--- config.mk ---
export PLATFORM = sky130hd
export DESIGN_NAME = uart_transmitter_core_flat
export DESIGN_NICKNAME = d
export VERILOG_FILES = /design/src/rtl/uart_transmitter_core_if.sv /design/src/rtl/uart_transmitter_core.sv /design/src/flat_wrapper.sv
export SDC_FILE = /design/constraint.sdc
export NUM_CORES = 1
export LEC_CHECK = 0
export CORE_MARGIN = 2
export CORE_UTILIZATION = 50
export CTS_CLUSTER_SIZE = 40
export DETAILED_ROUTE_END_ITERATION = 6
export PLACE_DENSITY = 0.88
export REMOVE_ABC_BUFFERS = 1
export SYNTH_ARGS = -nofsm -noshare
export SYNTH_HDL_FRONTEND = slang
export SYNTH_SLANG_ARGS = --single-unit
--- constraint.sdc ---
create_clock -name clk -period 2.4 [get_ports clk]
set_input_delay 0.48 -clock clk [delete_from_list [all_inputs] [get_ports clk]]
set_output_delay 0.48 -clock clk [all_outputs]
set_load 0.005 [all_outputs]
--- src/rtl/uart_transmitter_core_if.sv ---
// TX FIFO side of the UART transmitter: occupancy, head word and pop strobe.
// master = transmitter (consumer), slave = FIFO (producer).
interface uart_transmitter_core_if #(
  parameter int FIFO_WIDTH     = 8,
  parameter int FIFO_COUNTER_W = 5
);
  logic [FIFO_COUNTER_W-1:0] tf_count;
  logic [FIFO_WIDTH-1:0]     tf_data_in;
  logic                      tf_pop;

  modport master (
    input  tf_count,
    input  tf_data_in,
    output tf_pop
  );

  modport slave (
    output tf_count,
    output tf_data_in,
    input  tf_pop
  );
endinterface

--- src/rtl/uart_transmitter_core.sv ---
// UART serialiser: pops one TX FIFO word per frame and shifts it out as
// start / 5-8 data / optional parity / 1, 1.5 or 2 stop bits at 16 enables per bit.
module uart_transmitter_core #(
  parameter int FIFO_WIDTH     = 8,
  parameter int FIFO_COUNTER_W = 5
) (
  input  logic                    clk,
  input  logic                    wb_rst_i,
  input  logic [7:0]              lcr,
  input  logic                    enable,
  input  logic                    tx_reset,
  uart_transmitter_core_if.master tf,
  output logic                    stx_pad_o,
  output logic [2:0]              tstate
);

  typedef enum logic [2:0] {
    S_IDLE   = 3'd0,
    S_START  = 3'd1,
    S_DATA   = 3'd2,
    S_PARITY = 3'd3,
    S_STOP   = 3'd4
  } tx_state_e;

  tx_state_e state_q, state_d;
  logic [7:0] shift_q, shift_d;
  logic [2:0] bit_cnt_q, bit_cnt_d;
  logic [4:0] tick_q, tick_d;
  logic       parity_q, parity_d;
  logic       pop_q, pop_d;
  logic       stx_q, stx_d;

  logic [FIFO_WIDTH-1:0]     head;
  logic [FIFO_COUNTER_W-1:0] count;
  logic [7:0]                data_mask;
  logic                      raw_parity;
  logic                      parity_calc;
  logic [4:0]                stop_last;
  logic                      serial_bit;
  logic                      unused_lcr;

  assign head       = tf.tf_data_in;
  assign count      = tf.tf_count;
  assign unused_lcr = lcr[7];

  // Format decode; the stop count is loaded minus one so tick=0 marks the last enable.
  always_comb begin
    data_mask  = 8'hFF >> (2'd3 - lcr[1:0]);
    raw_parity = ^(head[7:0] & data_mask);
    if (lcr[5])
      parity_calc = ~lcr[4];
    else if (lcr[4])
      parity_calc = raw_parity;
    else
      parity_calc = ~raw_parity;
    if (!lcr[2])
      stop_last = 5'd15;
    else if (lcr[1:0] == 2'd0)
      stop_last = 5'd23;
    else
      stop_last = 5'd31;
  end

  always_comb begin
    state_d    = state_q;
    shift_d    = shift_q;
    bit_cnt_d  = bit_cnt_q;
    tick_d     = tick_q;
    parity_d   = parity_q;
    pop_d      = 1'b0;
    serial_bit = 1'b1;
    case (state_q)
      S_IDLE: begin
        if (enable && count != '0) begin
          shift_d   = head[7:0];
          parity_d  = parity_calc;
          bit_cnt_d = {1'b1, lcr[1:0]};
          tick_d    = 5'd15;
          pop_d     = 1'b1;
          state_d   = S_START;
        end
      end
      S_START: begin
        serial_bit = 1'b0;
        if (enable) begin
          if (tick_q == 5'd0) begin
            state_d = S_DATA;
            tick_d  = 5'd15;
          end else begin
            tick_d = tick_q - 5'd1;
          end
        end
      end
      S_DATA: begin
        serial_bit = shift_q[0];
        if (enable) begin
          if (tick_q == 5'd0) begin
            shift_d = {1'b0, shift_q[7:1]};
            tick_d  = 5'd15;
            if (bit_cnt_q == 3'd0) begin
              if (lcr[3]) begin
                state_d = S_PARITY;
              end else begin
                state_d = S_STOP;
                tick_d  = stop_last;
              end
            end else begin
              bit_cnt_d = bit_cnt_q - 3'd1;
            end
          end else begin
            tick_d = tick_q - 5'd1;
          end
        end
      end
      S_PARITY: begin
        serial_bit = parity_q;
        if (enable) begin
          if (tick_q == 5'd0) begin
            state_d = S_STOP;
            tick_d  = stop_last;
          end else begin
            tick_d = tick_q - 5'd1;
          end
        end
      end
      S_STOP: begin
        if (enable) begin
          if (tick_q == 5'd0)
            state_d = S_IDLE;
          else
            tick_d = tick_q - 5'd1;
        end
      end
      default: state_d = S_IDLE;
    endcase
    // Break forces the line low without stalling the frame sequencing.
    stx_d = serial_bit & ~lcr[6];
  end

  always_ff @(posedge clk or posedge wb_rst_i) begin
    if (wb_rst_i) begin
      state_q   <= S_IDLE;
      shift_q   <= '0;
      bit_cnt_q <= '0;
      tick_q    <= '0;
      parity_q  <= 1'b0;
      pop_q     <= 1'b0;
      stx_q     <= 1'b1;
    end else if (tx_reset) begin
      state_q   <= S_IDLE;
      shift_q   <= '0;
      bit_cnt_q <= '0;
      tick_q    <= '0;
      parity_q  <= 1'b0;
      pop_q     <= 1'b0;
      stx_q     <= 1'b1;
    end else begin
      state_q   <= state_d;
      shift_q   <= shift_d;
      bit_cnt_q <= bit_cnt_d;
      tick_q    <= tick_d;
      parity_q  <= parity_d;
      pop_q     <= pop_d;
      stx_q     <= stx_d;
    end
  end

  assign tf.tf_pop = pop_q;
  assign stx_pad_o = stx_q;
  assign tstate    = state_q;

endmodule
--- src/flat_wrapper.sv ---
// flat-port wrapper written by rule: the top's interface ports become plain ports
module uart_transmitter_core_flat 
#(
  parameter int FIFO_WIDTH     = 8,
  parameter int FIFO_COUNTER_W = 5
)
  (clk, wb_rst_i, lcr, enable, tx_reset, stx_pad_o, tstate, tf_tf_count, tf_tf_data_in, tf_tf_pop);
  uart_transmitter_core_if #(.FIFO_WIDTH(FIFO_WIDTH), .FIFO_COUNTER_W(FIFO_COUNTER_W)) tf_i ();
  input  logic clk;
  input  logic wb_rst_i;
  input  logic [7:0] lcr;
  input  logic enable;
  input  logic tx_reset;
  output logic stx_pad_o;
  output logic [2:0] tstate;
  input wire logic [$bits(tf_i.tf_count)-1:0] tf_tf_count;
  input wire logic [$bits(tf_i.tf_data_in)-1:0] tf_tf_data_in;
  output wire logic [$bits(tf_i.tf_pop)-1:0] tf_tf_pop;
  assign tf_i.tf_count = tf_tf_count;
  assign tf_i.tf_data_in = tf_tf_data_in;
  assign tf_tf_pop = tf_i.tf_pop;
  uart_transmitter_core #(.FIFO_WIDTH(FIFO_WIDTH), .FIFO_COUNTER_W(FIFO_COUNTER_W)) u_core (.clk(clk), .wb_rst_i(wb_rst_i), .lcr(lcr), .enable(enable), .tx_reset(tx_reset), .tf(tf_i), .stx_pad_o(stx_pad_o), .tstate(tstate));
endmodule
==> run_results.csv, run 1 <==
group,metric,value,unit
place,io_buffers,28,
worst_setup_path,crit_type,"reg2reg",
yosys,synth_top_area_share,34.17,%
floorplan,dieArea,3535,sq um
yosys,synth_top_family_by_area,"compound AO/OA/AOI/OAI gates",
power,power.density,545.4,nW/um^2
clock_network,numCtsBuffers,3,
outcome,status,"finished, final reports clean",
yosys,ys_seq_area_share,35.88,%
place,gp_congestion,0.8815,
sta,whs,0.4874,ns
clock_network,insertion_delay,0.32,ns
clock_network,htreeDepth,1,
yosys,syn_area_per_cell,8.993,sq um
sta,layout_min_cycle_time,2.212,ns
floorplan,ios,30,
yosys,ys_ff_latch,22,
worst_setup_path,worst_ep_arrival_time,2.44,ns
sta,fin_tns_setup,0,ns
drt,num_vias,1436,
drt,ant_nets,0,
floorplan,die_w,59.46,microns
yosys,synth_edf_count,0,
yosys,synth-simple-area-share,23.35,%
drt,dr.pass1.iters,4,
clock_network,clockBufferDepth,2,
worst_setup_path,cp.required,2.63,ns
final_layout,diodes,0,
global_routing,antenna_found_initial,0,
worst_setup_path,start_kind,"flop",
yosys,muxShareOfSynthArea,0,%
floorplan,die_y,59.46,microns
sta,tightest_slew,0.4744,ns
power,vdd_ir_drop_max,0.0002999,V
run,maxCapViolCount,0,
sta,setup_viol,0,
clock_network,cts_setup_buffers,0,
sta,maxSlewHeadroom,68.31,%
clock_network,cts_root_buf,"clkbuf_4",
drt,wl_per_cell,16.24,microns
sta,rsz0062_at_grt,"no",
floorplan,start_util,51.64,%
drt,routed_wl,3.866,mm
clock_network,cts_tree,"built",
yosys,yosys_warnings,0,
global_routing,grt_start_max_net_pins,23,
sta,fmax,0.4521,GHz
place,dpl.hpwl,2.916,mm
sta,setup_ws,0.1883,ns
power,p_leak,0.8069,nW
yosys,synth.most_common_cell,"nand2_1",
drt,drc,0,
final_layout,syn_to_final_growth,25.63,%
global_routing,grt_pass1_wl,6.368,mm
final_layout,fill_cells,240,
clock_network,path_clk_slew,0.14,ns
drt,first_iter_violations,100,
sta,finalHoldViolCount,0,
yosys,synth_common_cells,"nand2_1, dfrtp_1, nor2_1",
yosys,yosysTopAreaCell,"dfrtp_1",
place,placement.setup.worst_slack,0.06237,ns
final_layout,register_area,551.8,sq um
yosys,synth-xor-area-share,4.882,%
drt,drt-vias-per-instance,6.034,
yosys,synthAdderAreaFrac,2.441,%
clock_network,numClockSinks,22,
global_routing,grt_usage,23.59,%
final_layout,multi_input_area,917.1,sq um
yosys,synthFlopType,"dfrtp_1",
final_layout,layout.nets,234,
floorplan,coreArea,2978,sq um
floorplan,row_count,20,
worst_setup_path,crit_fanout,8,
global_routing,grt_pass1_vias,1348,
final_layout,fin_area,1932,sq um
sta,finClkSkew,0.007535,ns
yosys,syn-cell-area,1538,sq um
yosys,synth_cell_types,51,
sta,slew_viol_final,0,
final_layout,drive_gt1_share,15.12,%
global_routing,grt-ovfl-total,0,
sta,min_period_over_period,92.15,%
yosys,netlist_instances,171,
yosys,synthTopCellsByArea,"dfrtp_1, a311oi_2, nand2_1",
clock_network,holdBufCountCts,0,
clock_network,ctsResizeCount,0,
worst_hold_path,hold_path.class,"in2async",
place,dpl_cell_area,1896,sq um
yosys,async_flop_share,100.0,%
worst_setup_path,cp-end-kind,"flop",
yosys,synth-compound-area-share,28.97,%
[cells by family after synthesis]
logic type / count (synthesis)
and+or+nand+nor: 69
AOI/OAI and AO/OA: 54
DFF: 22
buffers and inverters: 16
xor gates and xnor gates: 7
adders and majority gates: 3
[layout by cell type, fill, tap and decap left out, types with 2 or more instances in the layout]
cell type / count
inv_1: 8
nand2_1: 22
clkdlybuf4s50_1: 28
clkbuf_4: 3
and3_1: 2
buf_4: 10
nor2_1: 20
nand3b_1: 2
nor3_1: 3
a311oi_2: 7
a211oi_1: 2
a21oi_1: 9
xnor2_1: 5
a21boi_0: 2
o21ai_0: 9
dfrtp_1: 21
nand2b_1: 5
o31ai_1: 2
a31oi_1: 2
nor3b_1: 3
a22oi_1: 2
nand3_1: 3
a311oi_1: 4
ha_1: 3
[power by group]
group	total, W	switching [W]	leakage [nW]	internal (W)
registers	0.000441	0.0000300	0.288	0.000411
logic	0.000395	0.000204	0.498	0.000191
clock network	0.000218	0.000125	0.0210	0.0000928
total	0.00105	0.000358	0.807	0.000695
[cell type report]
class,count,share of cell area [%]
Inverter,8,1.554
Sequential cell,22,28.56
Timing Repair Buffer,38,18.39
Multi-Input combinational cell,133,47.47
Tap cell,33,2.137
Clock buffer,4,1.878
[final timing paths]
check | startpoint | endpoint | slack [ns] | cells past startpoint
setup reg to reg | u_core.tick_q[0] | u_core.shift_q[3] | 0.19 | 8
min in group clk | u_core.shift_q[7] | u_core.shift_q[7] | 0.58 | 2
max in group asynchronous | wb_rst_i | u_core.stx_pad_o | 1.63 | 3
setup / recovery | u_core.tick_q[0] | u_core.shift_q[3] | 0.19 | 8
hold / removal | wb_rst_i | u_core.tick_q[0] | 0.49 | 3
hold reg to reg | u_core.shift_q[7] | u_core.shift_q[7] | 0.58 | 2
[routing by layer]
metal / global-route usage (%) / share of wire, %
met1: 33.20 / 44
met2: 38.78 / 50
met3: 2.620 / 5.9
met4: 5.519 / 0.75
met5: 0 / 0
[state kept, by name, indices dropped and copies added (netlist names)]
| register | cells |
|---|---|
| u_core.shift_q | 8 |
| u_core.tick_q | 5 |
| u_core.bit_cnt_q | 3 |
| u_core.tstate | 3 |
| u_core.parity_q | 1 |
| u_core.stx_pad_o | 1 |
| u_core.tf.tf_pop | 1 |
[worst max-delay path, stage by stage (launching register included)]
cell and delay [ns]:
dfrtp_1 0.43, inv_1 0.07, ha_1 0.23, nor4b_4 0.28
nand2_1 0.10, a211oi_2 0.43, buf_4 0.26, nor2_1 0.07
a311oi_2 0.25
[per-stage QoR]
step,total power [W],utilization [%],cells
after floorplan,0.0006800,-,163
after global placement,0.0008134,63.66,234
after detailed placement,0.0008384,63.66,234
after CTS,0.001051,64.87,238
after global routing,0.001113,64.87,238
final,0.001054,64.87,238
(Power assumes the default switching activity.)
==> run 2, diff against run 1 <==
--- a/config.mk
+++ b/config.mk
@@ -9,7 +9,8 @@
 export CORE_UTILIZATION = 50
 export CTS_CLUSTER_SIZE = 40
 export DETAILED_ROUTE_END_ITERATION = 6
-export PLACE_DENSITY = 0.88
+export DONT_BUFFER_PORTS = 1
+export PLACE_DENSITY = 0.75
 export REMOVE_ABC_BUFFERS = 1
 export SYNTH_ARGS = -nofsm -noshare
 export SYNTH_HDL_FRONTEND = slang
==> run_results.csv, run 2 (same netlist as run 1, synthesis figures left out) <==
group,metric,value,unit
outcome,status,"finished, final reports clean",
clock_network,numCtsBuffers,3,
sta,fmax,0.4848,GHz
worst_hold_path,hold_path.class,"in2async",
sta,finalHoldViolCount,0,
place,gp_congestion,0.8828,
global_routing,grt_pass1_wl,5.968,mm
sta,maxSlewHeadroom,43.64,%
clock_network,clockBufferDepth,2,
global_routing,antenna_found_initial,0,
floorplan,ios,30,
floorplan,die_w,59.46,microns
final_layout,final_common_cell,"nand2_1",
power,internal_power,0.0007176,W
worst_setup_path,start_kind,"flop",
clock_network,ctsResizeCount,0,
final_layout,diodes,0,
floorplan,die_y,59.46,microns
power,power.net_switching,0.0003296,W
clock_network,holdBufCountCts,0,
sta,fin_tns_setup,0,ns
floorplan,dieArea,3535,sq um
final_layout,instances_no_fill,205,
worst_setup_path,path_cells,"inv_1 > ha_1 > nor4b_4 > nand2_1 > a211oi_2 > buf_4 > nor2_1 > a311oi_2",
power,netSwitchingFraction,31.47,%
power,total_power,0.001047,W
drt,dr.pass1.iters,4,
sta,rsz0062_at_grt,"no",
worst_setup_path,critPathTopFamily,"compound AO/OA/AOI/OAI gates",
drt,first_iter_violations,33,
worst_setup_path,worst_ep_arrival_time,2.29,ns
global_routing,grt_pass1_vias,1293,
worst_setup_path,cp-end-kind,"flop",
power,power.density,642.3,nW/um^2
worst_setup_path,crit_fanout,14,
place,io_buffers,0,
power,comb_power_share,29.8,%
clock_network,path_clk_slew,0.13,ns
final_layout,largest_reg_flops,8,
worst_setup_path,cp.required,2.63,ns
place,dpl.hpwl,2.615,mm
sta,setup_viol,0,
power,clockPowerShare,28.1,%
clock_network,numClockSinks,22,
drt,drt-vias-per-instance,6.390,
worst_setup_path,worst_path_max_delay_cell,"dfrtp_1",
worst_setup_path,crit_type,"reg2reg",
drt,drc,0,
run,maxCapViolCount,0,
floorplan,start_util,51.64,%
final_layout,reg_top3,"u_core.shift_q x8, u_core.tick_q x5",
drt,num_vias,1310,
final_layout,drive_gt1_share,15.12,%
floorplan,coreArea,2978,sq um
sta,tightest_slew,0.8444,ns
clock_network,cts_setup_buffers,0,
power,vdd_ir_drop_max,0.0004513,V
power,p_leak,0.6817,nW
clock_network,cts_tree,"built",
floorplan,row_count,20,
final_layout,layout.nets,201,
sta,layout_min_cycle_time,2.063,ns
drt,routed_wl,3.526,mm
global_routing,grt_start_max_net_pins,26,
power,pwr-share-seq,42.1,%
final_layout,top_register,"u_core.shift_q",
worst_setup_path,cpPeakStageDelay,0.43,ns
global_routing,grt_usage,22.29,%
clock_network,cts_root_buf,"clkbuf_4",
worst_setup_path,path_buf_inv,2,
global_routing,grt-ovfl-total,0,
final_layout,syn_to_final_growth,6.021,%
drt,ant_nets,0,
place,dp_cells,201,
sta,finClkSkew,0.002007,ns
final_layout,final_cell_mix,"nand2_1, dfrtp_1, nor2_1",
final_layout,fill_cells,280,
clock_network,htreeDepth,1,
sta,slew_viol_final,0,
clock_network,insertion_delay,0.32,ns
sta,min_period_over_period,85.95,%
drt,wl_per_cell,17.20,microns
run 2: cell types whose count changed in the layout (fill, tap and decap cells not counted):
cell / previous run / this run
clkdlybuf4s50_1: 28 / 0
buf_4: 10 / 5
bufinv_16: 0 / 1
clkbuf_8: 1 / 0
run 2: final timing paths:
path / startpoint / end / slack [ns] / cells past startpoint
max in group asynchronous: wb_rst_i / u_core.tick_q[4] / 1.68 / 1
setup / recovery: u_core.tick_q[0] / u_core.shift_q[2] / 0.34 / 8
hold reg to reg: u_core.shift_q[5] / u_core.shift_q[4] / 0.57 / 2
setup reg to reg: u_core.tick_q[0] / u_core.shift_q[2] / 0.34 / 8
hold / removal: wb_rst_i / u_core.tf.tf_pop / 0.20 / 1
min in group clk: tx_reset / u_core.shift_q[6] / 0.20 / 1
run 2: cell type report:
cell class | count | area [sq um] | area share, %
inverter | 8 | 30.03 | 1.842
timing repair buffer | 5 | 37.54 | 2.302
sequential | 22 | 551.8 | 33.85
multi-input combinational | 133 | 917.1 | 56.25
tap | 33 | 41.29 | 2.533
clock buffer | 3 | 22.52 | 1.381
clock inverter | 1 | 30.03 | 1.842
run 2: power by group through the flow:
stage | registers, W | clock network [W] | logic, W
finish | 0.000441 | 0.000294 | 0.000312
global route | 0.000448 | 0.000310 | 0.000349
CTS | 0.000441 | 0.000297 | 0.000312
detailed placement | 0.000448 | 0 | 0.000310
global placement | 0.000446 | 0 | 0.000297
floorplan | 0.000453 | 0 | 0.000227
run 2: per-layer routing:
metal	up-vias	part of all wire, %	global-route usage [%]
met3	8	4.9	3.712
li1	632	-	-
met4	0	1.6	8.766
met2	43	50	36.11
met1	627	44	29.53
met5	-	0	0
run 2: worst reg2reg max path, delay by kind of cell, from the launching register on:
| kind | cells | cell delay [ns] |
|---|---|---|
| buffers and inverters | 2 | 0.34 |
| and+or+nand+nor | 3 | 0.44 |
| AOI/OAI and AO/OA | 2 | 0.52 |
| adders and majority gates | 1 | 0.23 |
| DFF | 1 | 0.43 |
run 2: through the flow:
step           hold WS, ns  cell area, sq um  setup WS, ns  util, %
2_1_floorplan       0.4685              1499       0.02384        -
3_3_place_gp        0.5180              1578        0.4369    52.98
3_5_place_dp        0.5463              1578        0.3826    52.98
4_1_cts             0.1939              1630        0.3527    54.75
5_1_grt             0.1838              1630        0.2205    54.75
6_report            0.1991              1630        0.3371    54.75
